--- config.mk ---
export PLATFORM = sky130hd
export DESIGN_NAME = vector_add_sub_pipe_flat
export DESIGN_NICKNAME = d
export VERILOG_FILES = /design/src/rtl/vector_add_sub_pipe_if.sv /design/src/rtl/vector_add_sub_pipe.sv /design/src/flat_wrapper.sv
export SDC_FILE = /design/constraint.sdc
export NUM_CORES = 1
export LEC_CHECK = 0
export CAP_MARGIN = 30
export CORE_AREA = 2 2 213 215
export DETAILED_ROUTE_END_ITERATION = 12
export DIE_AREA = 0 0 215 217
export HOLD_SLACK_MARGIN = 0.03
export PLACE_DENSITY = 0.64
export SLEW_MARGIN = 20
export SYNTH_ARGS = -nofsm -noshare
export SYNTH_HDL_FRONTEND = slang
export SYNTH_SLANG_ARGS = --single-unit
--- constraint.sdc ---
create_clock -name clk -period 9.5 [get_ports clk]
set_clock_uncertainty 0.15 [all_clocks]
set_input_delay 1.425 -clock clk [delete_from_list [all_inputs] [get_ports clk]]
set_output_delay 1.425 -clock clk [all_outputs]
set_load 0.03 [all_outputs]
--- src/rtl/vector_add_sub_pipe_if.sv ---
// Operand/result bundle with valid/ready handshakes on both sides of the vector add/sub pipe.
interface vector_add_sub_pipe_if #(
    parameter int unsigned WIDTH = 19,
    parameter int unsigned LANES = 4
);
    logic                     in_valid;
    logic                     in_ready;
    logic [1:0]               op;
    logic [LANES-1:0]         lane_mask;
    logic [LANES*WIDTH-1:0]   a;
    logic [LANES*WIDTH-1:0]   b;
    logic                     out_valid;
    logic                     out_ready;
    logic [LANES*WIDTH-1:0]   result;
    logic [LANES-1:0]         flag_n;
    logic [LANES-1:0]         flag_z;
    logic [LANES-1:0]         flag_c;
    logic [LANES-1:0]         flag_v;
    logic                     any_v;

    modport master (
        output in_valid, op, lane_mask, a, b, out_ready,
        input  in_ready, out_valid, result, flag_n, flag_z, flag_c, flag_v, any_v
    );

    modport slave (
        input  in_valid, op, lane_mask, a, b, out_ready,
        output in_ready, out_valid, result, flag_n, flag_z, flag_c, flag_v, any_v
    );
endinterface

--- src/rtl/vector_add_sub_pipe.sv ---
// Two-stage SIMD add/sub with signed saturation, lane masking and per-lane N/Z/C/V flags.
module vector_add_sub_pipe #(
    parameter int unsigned WIDTH = 19,
    parameter int unsigned LANES = 4
) (
    input  logic                  clk,
    input  logic                  rst,
    vector_add_sub_pipe_if.slave  pipe_if
);
    localparam int unsigned VW  = LANES * WIDTH;
    localparam int unsigned MSB = WIDTH - 1;

    logic               s1_valid_q;
    logic [VW-1:0]      s1_a_q;
    logic [VW-1:0]      s1_b_q;
    logic [1:0]         s1_op_q;
    logic [LANES-1:0]   s1_mask_q;

    logic               s2_valid_q;
    logic [VW-1:0]      res_q,  res_d;
    logic [LANES-1:0]   n_q,    n_d;
    logic [LANES-1:0]   z_q,    z_d;
    logic [LANES-1:0]   c_q,    c_d;
    logic [LANES-1:0]   v_q,    v_d;
    logic               any_v_q;

    logic               s1_adv;
    logic               s2_adv;
    logic               accept;

    logic [WIDTH-1:0]   la  [LANES];
    logic [WIDTH-1:0]   bx  [LANES];
    logic [WIDTH:0]     raw [LANES];
    logic [WIDTH-1:0]   lr  [LANES];
    logic [LANES-1:0]   ovf;

    assign s2_adv = ~s2_valid_q | pipe_if.out_ready;
    assign s1_adv = ~s1_valid_q | s2_adv;
    assign accept = pipe_if.in_valid & s1_adv;

    // Per-lane raw sum, overflow detection, saturation and masking of the S1 contents.
    always_comb begin
        res_d = '0;
        n_d   = '0;
        z_d   = '0;
        c_d   = '0;
        v_d   = '0;
        ovf   = '0;
        for (int i = 0; i < int'(LANES); i++) begin
            la[i]  = s1_a_q[i*WIDTH +: WIDTH];
            bx[i]  = s1_b_q[i*WIDTH +: WIDTH] ^ {WIDTH{s1_op_q[0]}};
            raw[i] = {1'b0, la[i]} + {1'b0, bx[i]} + (WIDTH+1)'(s1_op_q[0]);
            ovf[i] = (la[i][MSB] == bx[i][MSB]) & (raw[i][MSB] != la[i][MSB]);
            if (s1_op_q[1] && ovf[i]) begin
                lr[i] = la[i][MSB] ? {1'b1, {(WIDTH-1){1'b0}}} : {1'b0, {(WIDTH-1){1'b1}}};
            end else begin
                lr[i] = raw[i][WIDTH-1:0];
            end
            if (s1_mask_q[i]) begin
                res_d[i*WIDTH +: WIDTH] = lr[i];
                n_d[i] = lr[i][MSB];
                z_d[i] = (lr[i] == '0);
                c_d[i] = raw[i][WIDTH];
                v_d[i] = ovf[i];
            end else begin
                res_d[i*WIDTH +: WIDTH] = la[i];
            end
        end
    end

    always_ff @(posedge clk) begin
        if (rst) begin
            s1_valid_q <= 1'b0;
            s1_a_q     <= '0;
            s1_b_q     <= '0;
            s1_op_q    <= '0;
            s1_mask_q  <= '0;
            s2_valid_q <= 1'b0;
            res_q      <= '0;
            n_q        <= '0;
            z_q        <= '0;
            c_q        <= '0;
            v_q        <= '0;
            any_v_q    <= 1'b0;
        end else begin
            if (s1_adv) begin
                s1_valid_q <= pipe_if.in_valid;
                if (accept) begin
                    s1_a_q    <= pipe_if.a;
                    s1_b_q    <= pipe_if.b;
                    s1_op_q   <= pipe_if.op;
                    s1_mask_q <= pipe_if.lane_mask;
                end
            end
            // S2 only reloads when it advances, so a stalled result stays stable.
            if (s2_adv) begin
                s2_valid_q <= s1_valid_q;
                if (s1_valid_q) begin
                    res_q   <= res_d;
                    n_q     <= n_d;
                    z_q     <= z_d;
                    c_q     <= c_d;
                    v_q     <= v_d;
                    any_v_q <= |v_d;
                end
            end
        end
    end

    assign pipe_if.in_ready  = s1_adv;
    assign pipe_if.out_valid = s2_valid_q;
    assign pipe_if.result    = res_q;
    assign pipe_if.flag_n    = n_q;
    assign pipe_if.flag_z    = z_q;
    assign pipe_if.flag_c    = c_q;
    assign pipe_if.flag_v    = v_q;
    assign pipe_if.any_v     = any_v_q;
endmodule

--- src/flat_wrapper.sv ---
// flat-port wrapper written by rule: the top's interface ports become plain ports
module vector_add_sub_pipe_flat 
#(
    parameter int unsigned WIDTH = 19,
    parameter int unsigned LANES = 4
)
  (clk, rst, pipe_if_in_valid, pipe_if_op, pipe_if_lane_mask, pipe_if_a, pipe_if_b, pipe_if_out_ready, pipe_if_in_ready, pipe_if_out_valid, pipe_if_result, pipe_if_flag_n, pipe_if_flag_z, pipe_if_flag_c, pipe_if_flag_v, pipe_if_any_v);
  vector_add_sub_pipe_if #(.WIDTH(WIDTH), .LANES(LANES)) pipe_if_i ();
  input  logic clk;
  input  logic rst;
  input wire logic [$bits(pipe_if_i.in_valid)-1:0] pipe_if_in_valid;
  input wire logic [$bits(pipe_if_i.op)-1:0] pipe_if_op;
  input wire logic [$bits(pipe_if_i.lane_mask)-1:0] pipe_if_lane_mask;
  input wire logic [$bits(pipe_if_i.a)-1:0] pipe_if_a;
  input wire logic [$bits(pipe_if_i.b)-1:0] pipe_if_b;
  input wire logic [$bits(pipe_if_i.out_ready)-1:0] pipe_if_out_ready;
  output wire logic [$bits(pipe_if_i.in_ready)-1:0] pipe_if_in_ready;
  output wire logic [$bits(pipe_if_i.out_valid)-1:0] pipe_if_out_valid;
  output wire logic [$bits(pipe_if_i.result)-1:0] pipe_if_result;
  output wire logic [$bits(pipe_if_i.flag_n)-1:0] pipe_if_flag_n;
  output wire logic [$bits(pipe_if_i.flag_z)-1:0] pipe_if_flag_z;
  output wire logic [$bits(pipe_if_i.flag_c)-1:0] pipe_if_flag_c;
  output wire logic [$bits(pipe_if_i.flag_v)-1:0] pipe_if_flag_v;
  output wire logic [$bits(pipe_if_i.any_v)-1:0] pipe_if_any_v;
  assign pipe_if_i.in_valid = pipe_if_in_valid;
  assign pipe_if_i.op = pipe_if_op;
  assign pipe_if_i.lane_mask = pipe_if_lane_mask;
  assign pipe_if_i.a = pipe_if_a;
  assign pipe_if_i.b = pipe_if_b;
  assign pipe_if_i.out_ready = pipe_if_out_ready;
  assign pipe_if_in_ready = pipe_if_i.in_ready;
  assign pipe_if_out_valid = pipe_if_i.out_valid;
  assign pipe_if_result = pipe_if_i.result;
  assign pipe_if_flag_n = pipe_if_i.flag_n;
  assign pipe_if_flag_z = pipe_if_i.flag_z;
  assign pipe_if_flag_c = pipe_if_i.flag_c;
  assign pipe_if_flag_v = pipe_if_i.flag_v;
  assign pipe_if_any_v = pipe_if_i.any_v;
  vector_add_sub_pipe #(.WIDTH(WIDTH), .LANES(LANES)) u_core (.clk(clk), .rst(rst), .pipe_if(pipe_if_i));
endmodule
Yosys cells after proc, flatten, opt, wreduce, memory -nomap -nowiden
Index checks and enable logic that the tools add are counted.
- reductions and logical operators: 11
- equality and inequality tests: 8
- add/subtract/negate cells: 8
- muxes and demuxes: 28
- bitwise logic cells: 13
- operators with widths (operator ; number):
    19-bit 2-to-1 mux ; 12
    19-bit by 19-bit adder with 20-bit output ; 4
    20-bit by 1-bit adder with 20-bit output ; 4
    19-bit logical NOT ; 4
    19-bit XOR ; 4
    1-bit 2-to-1 mux ; 16
    1-bit AND ; 5
    1-bit equality test ; 4
    1-bit logical AND ; 4
    1-bit != test ; 4
    2-bit AND reduction ; 2
    4-bit OR reduction ; 1
    1-bit NOT ; 2
    1-bit bitwise OR ; 2
- bits of input ports: 162
- register bits: 253
- output and inout bits: 95
- word-level logic and storage cells: 80

Logic depth before layout (Yosys ltp)
Gate-level depths: netlist (run 1).
- word-level depth: 9
- gate-level depth with buffers: 15
- depth with buffers taken out: 12

Worst setup path before layout (run 1)
OpenSTA, ideal clock, no wires.
- kind: register -> register
- from: register u_core.s1_op_q[0]
- to: register u_core.res_q[43], in the netlist u_core.pipe_if.result[43]
- cell stages (with the launch flop): 16
- required time: 9.228 ns
- library setup time: 0.122 ns
- path slack: 5.379 ns
- arrival: 3.849 ns
- clock period less this slack: 4.121 ns
- path buffers: 5
- cells stage by stage: dfxtp_1 -> clkbuf_1 -> buf_1 -> xor2_1 -> fa_1 -> a211oi_2 -> o211ai_2 -> a2111o_1 -> a41o_1 -> buf_6 -> xnor2_2 -> or2_2 -> buf_6 -> buf_2 -> a21oi_1 -> o21ai_0
- cells in the longest elaborated chain, start to end: 8
- RTL lines (item ; line ; RTL):
    from (decl) ; vector_add_sub_pipe.sv:16 ; logic [1:0] s1_op_q;
    from (signal assigned) ; vector_add_sub_pipe.sv:91 ; s1_op_q <= pipe_if.op;
    19-bit XOR ; vector_add_sub_pipe.sv:51 ; bx[i] = s1_b_q[i*WIDTH +: WIDTH] ^ {WIDTH{s1_op_q[0]}};
    19-bit by 19-bit adder with 20-bit output ; vector_add_sub_pipe.sv:52 ; raw[i] = {1'b0, la[i]} + {1'b0, bx[i]} + (WIDTH+1)'(s1_op_q[0]);
    20-bit by 1-bit adder with 20-bit output ; vector_add_sub_pipe.sv:52 ;
    1-bit != test ; vector_add_sub_pipe.sv:53 ; ovf[i] = (la[i][MSB] == bx[i][MSB]) & (raw[i][MSB] != la[i][MSB]);
    1-bit AND ; vector_add_sub_pipe.sv:53 ;
    1-bit logical AND ; vector_add_sub_pipe.sv:54 ; if (s1_op_q[1] && ovf[i]) begin
    19-bit 2-to-1 mux (*) ; vector_add_sub_pipe.sv:54 ;
    19-bit 2-to-1 mux (*) ; vector_add_sub_pipe.sv:59 ; if (s1_mask_q[i]) begin
    to (signal assigned) ; vector_add_sub_pipe.sv:99 ; res_q <= res_d;
    to (decl) ; vector_add_sub_pipe.sv:20 ; logic [VW-1:0] res_q, res_d;
Every way passes the cells marked *; elsewhere a longest branch is shown, timed or not.
A chain may end at the register's enable or synchronous reset.

Worst setup path in the final report (run 1)
- from: register u_core.s1_op_q[0]
- to: register u_core.res_q[45], in the netlist u_core.pipe_if.result[45]
The elaborated chain is that of the path after synthesis.

==> results.cfg, run 1 <==
[outcome]
status = complete, no violations

[drt]
drt_iter0_markers = 903
vias = 13900
routed_wirelength_mm = 45.0
dr.pass1.iters = 5
wl_per_cell_um = 16.8
drc = 0
vias_per_cell = 5.18
drt.antenna.violating_nets = 0

[logic_synthesis]
synth-seq-cells = 253
synth-seq-area-share = 0.351
syn_area_um2 = 14400
yosysWarnings = 0
syn_area_per_cell_um2 = 7.71
async_flop_share = 0
synth_flop_cell = dfxtp_1
synth_area_leaders = dfxtp_1 35%, nand2_1 11%, a21oi_1 9.7%
yosys.area.top_type = dfxtp_1
syn-num-nets = 2113
ys_types = 86
synth_top_area_frac = 0.351
synth_edf_count = 0
postSynthCellCount = 1871

[setup_path]
worstSetupPathType = reg -> reg
reg2reg_from = u_core.s1_op_q[0]
worstPathRequired_ns = 9.84
cp_cell_sequence = buf_4, xor2_1, fa_1, a211oi_2, o211ai_2, a2111o_1, a41o_1, xnor2_2, or2_2, a21oi_2, or3_1, a21oi_1
reg2reg_to = u_core.pipe_if.result[45]
endpoint_kind = register
startpoint_type = register
cp_top_family = compound AO/OA/AOI/OAI gates
critPathArrivalTime_ns = 5.25
path_max_fanout = 39
rrSetupSlack_ns = 4.59
reg2reg_depth = 12
path_buf_inv = 1
cp_slowest_cell = dfxtp_4
critical_path.max_stage_delay_ns = 0.81

[timing]
setup_tns_ns = 0
rsz0062_at_grt = false
fin_ws_ns = 4.59
whs_ns = 0.302
fin_crit_sh = 0.517
setup_violations = 0
fmax_mhz = 204
slew_headroom = 0.399
drv_slew = 0
timing.final.hold_violations = 0
period_needed_ns = 4.91
tightest_slew_ns = 0.901

[global_routing]
grt_pass1_wl_mm = 71.8
grt_max_degree = 174
overflow = 0
grt_use_total = 0.186
antenna_found_initial = 0
grt_pass1_vias = 13600

[clock_tree]
insertion_delay_ns = 0.57
clockBufferDepth = 3
cts_sinks = 253
ctsHoldBuffers = 0
cts-root-buf = clkbuf_16
cts_max_level = 1
path_clk_slew_ns = 0.06
cts_made_buffers = 28
cts_resized = 0
cts_tree = done
cts_setup_buffers = 0

[cells_and_area]
area_growth_syn_to_layout_pct = 28.3
final_common_cell = nand2_1
final_cells = 2677
diodes = 0
final_nets = 2298
drive_above_1_share = 0.0496
final_cell_mix = 428 x nand2_1, 281 x a21oi_1, 255 x clkdlybuf4s50_1, 252 x dfxtp_1, 112 x o21ai_0
fillers = 4610

[die]
die_h_um = 217
core_um2 = 44700
rows = 78
die-area_um2 = 46700
die_x_um = 215
ios = 257
start_util = 0.323

[hold_path]
worst_hold_startpoint = u_core.pipe_if.result[24]
hold-path-endpoint = u_core.pipe_if.result[24]
hp-class = reg -> reg
holdPathStages = 2

[placement]
portBuffers = 256
dp_cells = 2624
pre_cts_ws_ns = 4.65
gp_congestion = 0.915
hpwl_mm = 31.2

[flow_run]
max-cap-violations = 0

[pwr]
p_leak_nw = 7.53
ir_worst_vdd_mv = 0.106
p_per_area_nw_per_um2 = 164
[synth_stat cells, types with 4 or more instances]
cell and instances:
nand2_1 429, a21oi_1 281, dfxtp_1 253, o21ai_0 112, xor2_1 96, clkbuf_1 95
ha_1 76, nor2_1 72, xnor2_1 41, a21o_1 32, nand3_1 28, nor3_1 27
o211ai_1 25, inv_1 21, o21a_1 19, a211oi_1 17, nand2b_1 17, nor4_1 17
nor2b_1 15, nand4_1 13, a31oi_1 12, buf_1 12, and3_1 9, o21bai_1 9
and2_1 7, buf_2 7, mux2i_1 6, or2_2 6, a211o_1 5, a31o_2 5
mux2_2 5, o221ai_1 5, a21boi_0 4, a22o_1 4, fa_1 4, nor3b_1 4
o2111ai_1 4, o21ai_1 4, or3_1 4
[worst max-delay path by stage]
| stage | startpoint | to | slack, ns | depth (start not counted) |
|---|---|---|---|---|
| global route | u_core.s1_op_q[0] | u_core.pipe_if.result[45] | 4.35 | 12 |
| finish | u_core.s1_op_q[0] | u_core.pipe_if.result[45] | 4.59 | 12 |
| floorplan | u_core.s1_op_q[0] | u_core.pipe_if.result[43] | 5.38 | 15 |
| detailed placement | u_core.s1_op_q[0] | u_core.pipe_if.result[45] | 4.65 | 12 |
| global placement | u_core.s1_op_q[0] | u_core.pipe_if.result[45] | 4.74 | 12 |
| CTS | u_core.s1_op_q[0] | u_core.pipe_if.result[45] | 4.62 | 12 |
[cell families (layout without fill, tap and decap cells)]
group / Yosys count / after routing / share of synthesized area
xor gates and xnor gates: 138 / 138 / 0.0843
and+or+nand+nor: 664 / 664 / 0.200
adders and majority gates: 80 / 80 / 0.0714
buffers and inverters: 137 / 343 / 0.0373
muxes: 12 / 12 / 0.00910
DFF: 253 / 253 / 0.351
AOI/OAI and AO/OA: 587 / 587 / 0.247
[layer usage]
layer,part of all wire,GRT usage,up-vias
met5,0,0,-
met4,0.017,0.0467,0
met3,0.061,0.0345,60
met2,0.45,0.306,356
met1,0.47,0.253,6534
li1,-,-,6919
[tightest hold or removal path, delay by kind of cell, from the launching register on]
family | cells | cell delay, ns
flip-flops | 1 | 0.31
AND/OR/NAND/NOR | 2 | 0.09
[registers in the layout, indices dropped and copies added (netlist names)]
register	cells
u_core.pipe_if.flag_n	4
u_core.pipe_if.flag_v	4
u_core.pipe_if.flag_c	4
u_core.s1_op_q	2
u_core.s1_b_q	76
u_core.pipe_if.any_v	1
u_core.s1_mask_q	4
u_core.s1_valid_q	1
u_core.pipe_if.flag_z	4
u_core.pipe_if.result	76
u_core.pipe_if.out_valid	1
u_core.s1_a_q	76
[cell type report]
type                       instances  area, um2  area share
multi-input combinational       1481       8860       0.479
sequential                       253       5070       0.274
timing repair buffer             271       2720       0.147
clock buffer                      43        888      0.0480
tap                              600        751      0.0406
clock inverter                     8        148     0.00798
inverter                          21       78.8     0.00426
[metrics by stage]
step | util | area, um2 | total power [mW]
global placement | 0.390 | 17400 | 1.84
detailed placement | 0.390 | 17400 | 1.85
CTS | 0.413 | 18500 | 3.07
floorplan | - | 14400 | 1.62
finish | 0.414 | 18500 | 3.04
global route | 0.414 | 18500 | 3.18
[power by group]
group          switching (mW)  total [mW]  internal (mW)
clock                   0.458        1.21          0.748
sequential             0.0529        1.17           1.12
combinational           0.380       0.664          0.284
total                   0.891        3.04           2.15
Note: power is estimated with default switching activity, not from simulation.
==> inputs of run 2 (changes only) <==
--- a/config.mk
+++ b/config.mk
@@ -10,7 +10,7 @@
 export DETAILED_ROUTE_END_ITERATION = 12
 export DIE_AREA = 0 0 215 217
 export HOLD_SLACK_MARGIN = 0.03
-export PLACE_DENSITY = 0.64
+export PLACE_DENSITY = 0.66
 export SLEW_MARGIN = 20
 export SYNTH_ARGS = -nofsm -noshare
 export SYNTH_HDL_FRONTEND = slang
==> constraint.sdc (replaced) <==
create_clock -name clk -period 4.2 [get_ports clk]
set_clock_uncertainty 0.15 [all_clocks]
set_input_delay 0.63 -clock clk [delete_from_list [all_inputs] [get_ports clk]]
set_output_delay 0.63 -clock clk [all_outputs]
set_load 0.03 [all_outputs]
==> run 2 against run 1 <==
Via count rose by 0.45%; sequential power rose by 130%; combinational power rose by 130%; setup slack got worse by 4.3 ns; first-iteration DRC count fell by 2.2%; register-to-register slack got worse by 4.3 ns; fmax rose by 24%; non-clock buffer count rose by 20; die area did not move; critical endpoint is now u_core.pipe_if.flag_z[3]; largest cell class unchanged.
==> results.cfg, run 2 (same netlist as run 1, synthesis figures left out) <==
[clock_tree]
cts-root-buf = clkbuf_16
ctsHoldBuffers = 0
clockBufferDepth = 3
insertion_delay_ns = 0.56
cts_max_level = 1
cts_setup_buffers = 0
cts_made_buffers = 29
cts_tree = done
cts_sinks = 253
path_clk_slew_ns = 0.06

[cells_and_area]
final_nets = 2319
final_cell_area_um2 = 18700
area_growth_syn_to_layout_pct = 29.6
final_cells = 2697
final_common_cell = nand2_1
drive_above_1_share = 0.0582
final_cell_mix = 428 x nand2_1, 281 x a21oi_1, 255 x clkdlybuf4s50_1, 252 x dfxtp_1, 112 x o21ai_0
fillers = 4604
finalCoreUtilization = 0.418
diodes = 0

[pwr]
p_per_area_nw_per_um2 = 365
finalPower_mw = 6.82
p_leak_nw = 7.63
ir_worst_vdd_mv = 0.233

[drt]
drc = 0
routed_wirelength_mm = 46.3
vias_per_cell = 5.17
vias = 13900
drt_iter0_markers = 883
dr.pass1.iters = 5
drt.antenna.violating_nets = 0
wl_per_cell_um = 17.2

[timing]
fmax_mhz = 253
slew_headroom = 0.464
timing.final.hold_violations = 0
drv_slew = 0
fin_crit_sh = 0.942
tightest_slew_ns = 0.799
setup_tns_ns = 0
rsz0062_at_grt = true
period_needed_ns = 3.96
fin_ws_ns = 0.243
setup_violations = 0
whs_ns = 0.229

[setup_path]
critPathArrivalTime_ns = 4.28
startpoint_type = register
reg2reg_to = u_core.pipe_if.flag_z[3]
reg2reg_depth = 12
critical_path.max_stage_delay_ns = 0.53
worstSetupPathType = reg -> reg
worstPathRequired_ns = 4.52
endpoint_kind = register
path_max_fanout = 26
cp_cell_sequence = buf_12, mux2_4, fa_1, a211oi_1, o21ai_2, xnor2_1, o21ai_0, nor4bb_1, and4_1, nand4_1, or4b_1, o31ai_2
reg2reg_from = u_core.s1_op_q[0]
cp_slowest_cell = or4b_1
rrSetupSlack_ns = 0.24

[global_routing]
antenna_found_initial = 0
grt_pass1_vias = 13800
grt_pass1_wl_mm = 73.5
grt_use_total = 0.191
overflow = 0
grt_max_degree = 94

[die]
start_util = 0.323
die-area_um2 = 46700
core_um2 = 44700
die_x_um = 215
ios = 257
die_h_um = 217
rows = 78

[placement]
gp_congestion = 0.934
pre_cts_ws_ns = 0.218
hpwl_mm = 34.2
dp_cells = 2642
portBuffers = 256
dpl-instance-area_um2 = 17600

[hold_path]
hp-class = in -> reg
worst_hold_startpoint = rst
holdPathStages = 2
hold-path-endpoint = u_core.s1_a_q[39]

[outcome]
status = complete, no violations

[flow_run]
max-cap-violations = 0
==> run 2: worst max-delay path, delay by kind of cell (launching register included) <==
family / cells / cell delay (ns)
adder cells (fa/ha/maj): 1 / 0.45
flip-flops: 1 / 0.47
multiplexers: 1 / 0.31
AND/OR/NAND/NOR: 4 / 1.19
XOR/XNOR: 1 / 0.25
AO/OA/AOI/OAI: 4 / 0.78
buffers and inverters: 1 / 0.24
==> run 2: worst max-delay path by stage <==
stage                      start                   endpoint  slack (ns)
3_3_place_gp   u_core.s1_op_q[0]  u_core.pipe_if.result[45]        0.30
2_1_floorplan  u_core.s1_op_q[0]  u_core.pipe_if.result[43]        0.08
5_1_grt        u_core.s1_op_q[0]  u_core.pipe_if.result[58]       -0.01
6_report       u_core.s1_op_q[0]   u_core.pipe_if.flag_z[3]        0.24
3_5_place_dp   u_core.s1_op_q[0]  u_core.pipe_if.result[62]        0.22
4_1_cts        u_core.s1_op_q[0]  u_core.pipe_if.result[62]        0.21
==> run 2: per-layer routing <==
| metal | vias up | global-route usage | wire [um] |
|---|---|---|---|
| met5 | - | 0 | 0 |
| met4 | 0 | 0.0361 | 750 |
| met1 | 6543 | 0.259 | 22000 |
| met2 | 355 | 0.321 | 21100 |
| met3 | 55 | 0.0335 | 2440 |
| li1 | 6978 | - | - |
==> run 2: timing repair <==
action	in CTS	in global routing
hold endpoints to repair	0	0
resized for setup	0	1
setup endpoints to repair	0	6
==> run 2: power by group <==
part | switching (mW) | internal, mW
clock network | 1.02 | 1.62
logic | 0.868 | 0.660
registers | 0.124 | 2.53
total | 2.01 | 4.80
==> run 2: cell type report <==
class	instances	area, um2	share of cell area
clock buffers	43	878	0.0470
well taps	600	751	0.0401
clock inverters	8	124	0.00662
multi-input cells	1481	8870	0.475
repair buffers	291	2930	0.156
flip-flops and latches	253	5070	0.271
inverters	21	78.8	0.00422
==> inputs of run 3 (changes only) <==
--- a/config.mk
+++ b/config.mk
@@ -5,7 +5,7 @@
 export SDC_FILE = /design/constraint.sdc
 export NUM_CORES = 1
 export LEC_CHECK = 0
-export CAP_MARGIN = 30
+export CAP_MARGIN = 20
 export CORE_AREA = 2 2 213 215
 export DETAILED_ROUTE_END_ITERATION = 12
 export DIE_AREA = 0 0 215 217
==> run 3 against run 2 <==
Via count is 0.33% higher; largest power group unchanged; sequential share of layout area up 0.098 points; die area unchanged.
==> results.cfg, run 3 (same netlist as run 1, synthesis figures left out) <==
[outcome]
status = complete, no violations

[timing]
drv_slew = 0
fmax_mhz = 253
setup_tns_ns = 0
timing.final.hold_violations = 0
setup_violations = 0
tightest_slew_ns = 1.05
fin_crit_sh = 0.941
rsz0062_at_grt = true
slew_headroom = 0.299
period_needed_ns = 3.95

[clock_tree]
clockBufferDepth = 3
path_clk_slew_ns = 0.06
ctsHoldBuffers = 0
cts_sinks = 253
insertion_delay_ns = 0.56
cts-root-buf = clkbuf_16
cts_max_level = 1
cts_made_buffers = 29
cts_tree = done

[setup_path]
worstSetupPathType = reg -> reg
path_max_fanout = 26
critPathArrivalTime_ns = 4.27
cp_slowest_cell = or4b_1
worstPathRequired_ns = 4.52
endpoint_kind = register
startpoint_type = register
critical_path.max_stage_delay_ns = 0.53
cp_cell_sequence = buf_12, mux2_4, fa_1, a211oi_1, o21ai_2, xnor2_1, o21ai_0, nor4bb_1, and4_1, nand4_1, or4b_1, o31ai_2

[cells_and_area]
area_growth_syn_to_layout_pct = 29.1
final_nets = 2315
final_cell_mix = 428 x nand2_1, 281 x a21oi_1, 255 x clkdlybuf4s50_1, 252 x dfxtp_1, 112 x o21ai_0
final_common_cell = nand2_1
final_cell_area_um2 = 18600
diodes = 0
drive_above_1_share = 0.0564

[drt]
vias_per_cell = 5.19
drc = 0
routed_wirelength_mm = 46.3
drt_iter0_markers = 845
drt.antenna.violating_nets = 0
vias = 14000
dr.pass1.iters = 5
wl_per_cell_um = 17.2

[die]
die_x_um = 215
rows = 78
ios = 257
start_util = 0.323
die_h_um = 217
core_um2 = 44700
die-area_um2 = 46700

[placement]
gp_congestion = 0.934
dpl-instance-area_um2 = 17600
portBuffers = 256
hpwl_mm = 34.2

[pwr]
p_per_area_nw_per_um2 = 366
ir_worst_vdd_mv = 0.233
p_leak_nw = 7.60
power.share.clock = 0.387
p_seq_frac = 0.390
swShare = 0.296
p_comb_frac = 0.223
internal-power_mw = 4.80
power_switching_mw = 2.01

[global_routing]
antenna_found_initial = 0
grt_max_degree = 94
grt_pass1_vias = 13800
grt_use_total = 0.191
overflow = 0
grt_pass1_wl_mm = 73.5

[flow_run]
max-cap-violations = 0

[hold_path]
hp-class = in -> reg
[run 3: cell count changes in the layout (fill, tap and decap cells not counted)]
cell      previous run  this run
buf_8                1         0
buf_12               6         5
buf_16               1         0
clkbuf_2             1         0
[run 3: critical path: cells and delay by family, from the launching register on]
family                   cells  cell delay, ns
adder cells (fa/ha/maj)      1            0.45
multiplexers                 1            0.31
AO/OA/AOI/OAI                4            0.78
flip-flops                   1            0.47
AND/OR/NAND/NOR              4            1.19
XOR/XNOR                     1            0.25
buffers and inverters        1            0.24
[run 3: routing by layer]
metal,GRT usage,up-vias,routed length [um]
met5,0,-,0
met4,0.0361,0,772
met3,0.0335,59,2370
met2,0.321,356,21200
met1,0.259,6589,22000
li1,-,6973,-
[run 3: cell type report]
cell class | count | area (um2)
clock inverter | 8 | 124
tap | 600 | 751
fill | 4612 | 26100
timing repair buffer | 287 | 2860
clock buffer | 43 | 878
sequential | 253 | 5070
inverter | 21 | 78.8
multi-input combinational | 1481 | 8870
[run 3: stage by stage]
stage                     instances  power, mW  utilization  worst slack (ns)  hold WS (ns)
final                          2693       6.81        0.417             0.247         0.228
after global routing           2693       7.14        0.417           -0.0195         0.221
after CTS                      2693       6.89        0.417             0.212         0.197
after detailed placement       2642       4.21        0.394             0.218         0.301
after global placement         2642       4.20        0.394             0.297         0.297
after floorplan                1871       3.66            -            0.0790         0.298
[run 3: worst paths after layout]
check	from	endpoint	slack, ns	depth (start not counted)
max reg2reg	u_core.s1_op_q[0]	u_core.pipe_if.flag_z[3]	0.25	12
min	rst	u_core.s1_a_q[39]	0.23	2
max	u_core.s1_op_q[0]	u_core.pipe_if.flag_z[3]	0.25	12
min reg2reg	u_core.pipe_if.flag_c[1]	u_core.pipe_if.flag_c[1]	0.31	2
[run 3: timing repair]
action,in CTS,in global routing
buffers inserted,0,0
setup endpoints to repair,0,7
resized for setup,0,1
[run 3: power by group through the flow]
| stage | combinational (mW) | sequential (mW) | clock [mW] |
|---|---|---|---|
| after floorplan | 0.938 | 2.73 | 0 |
| after detailed placement | 1.51 | 2.71 | 0 |
| after CTS | 1.52 | 2.65 | 2.72 |
| final | 1.52 | 2.65 | 2.64 |
| after global placement | 1.49 | 2.70 | 0 |
| after global routing | 1.68 | 2.67 | 2.80 |
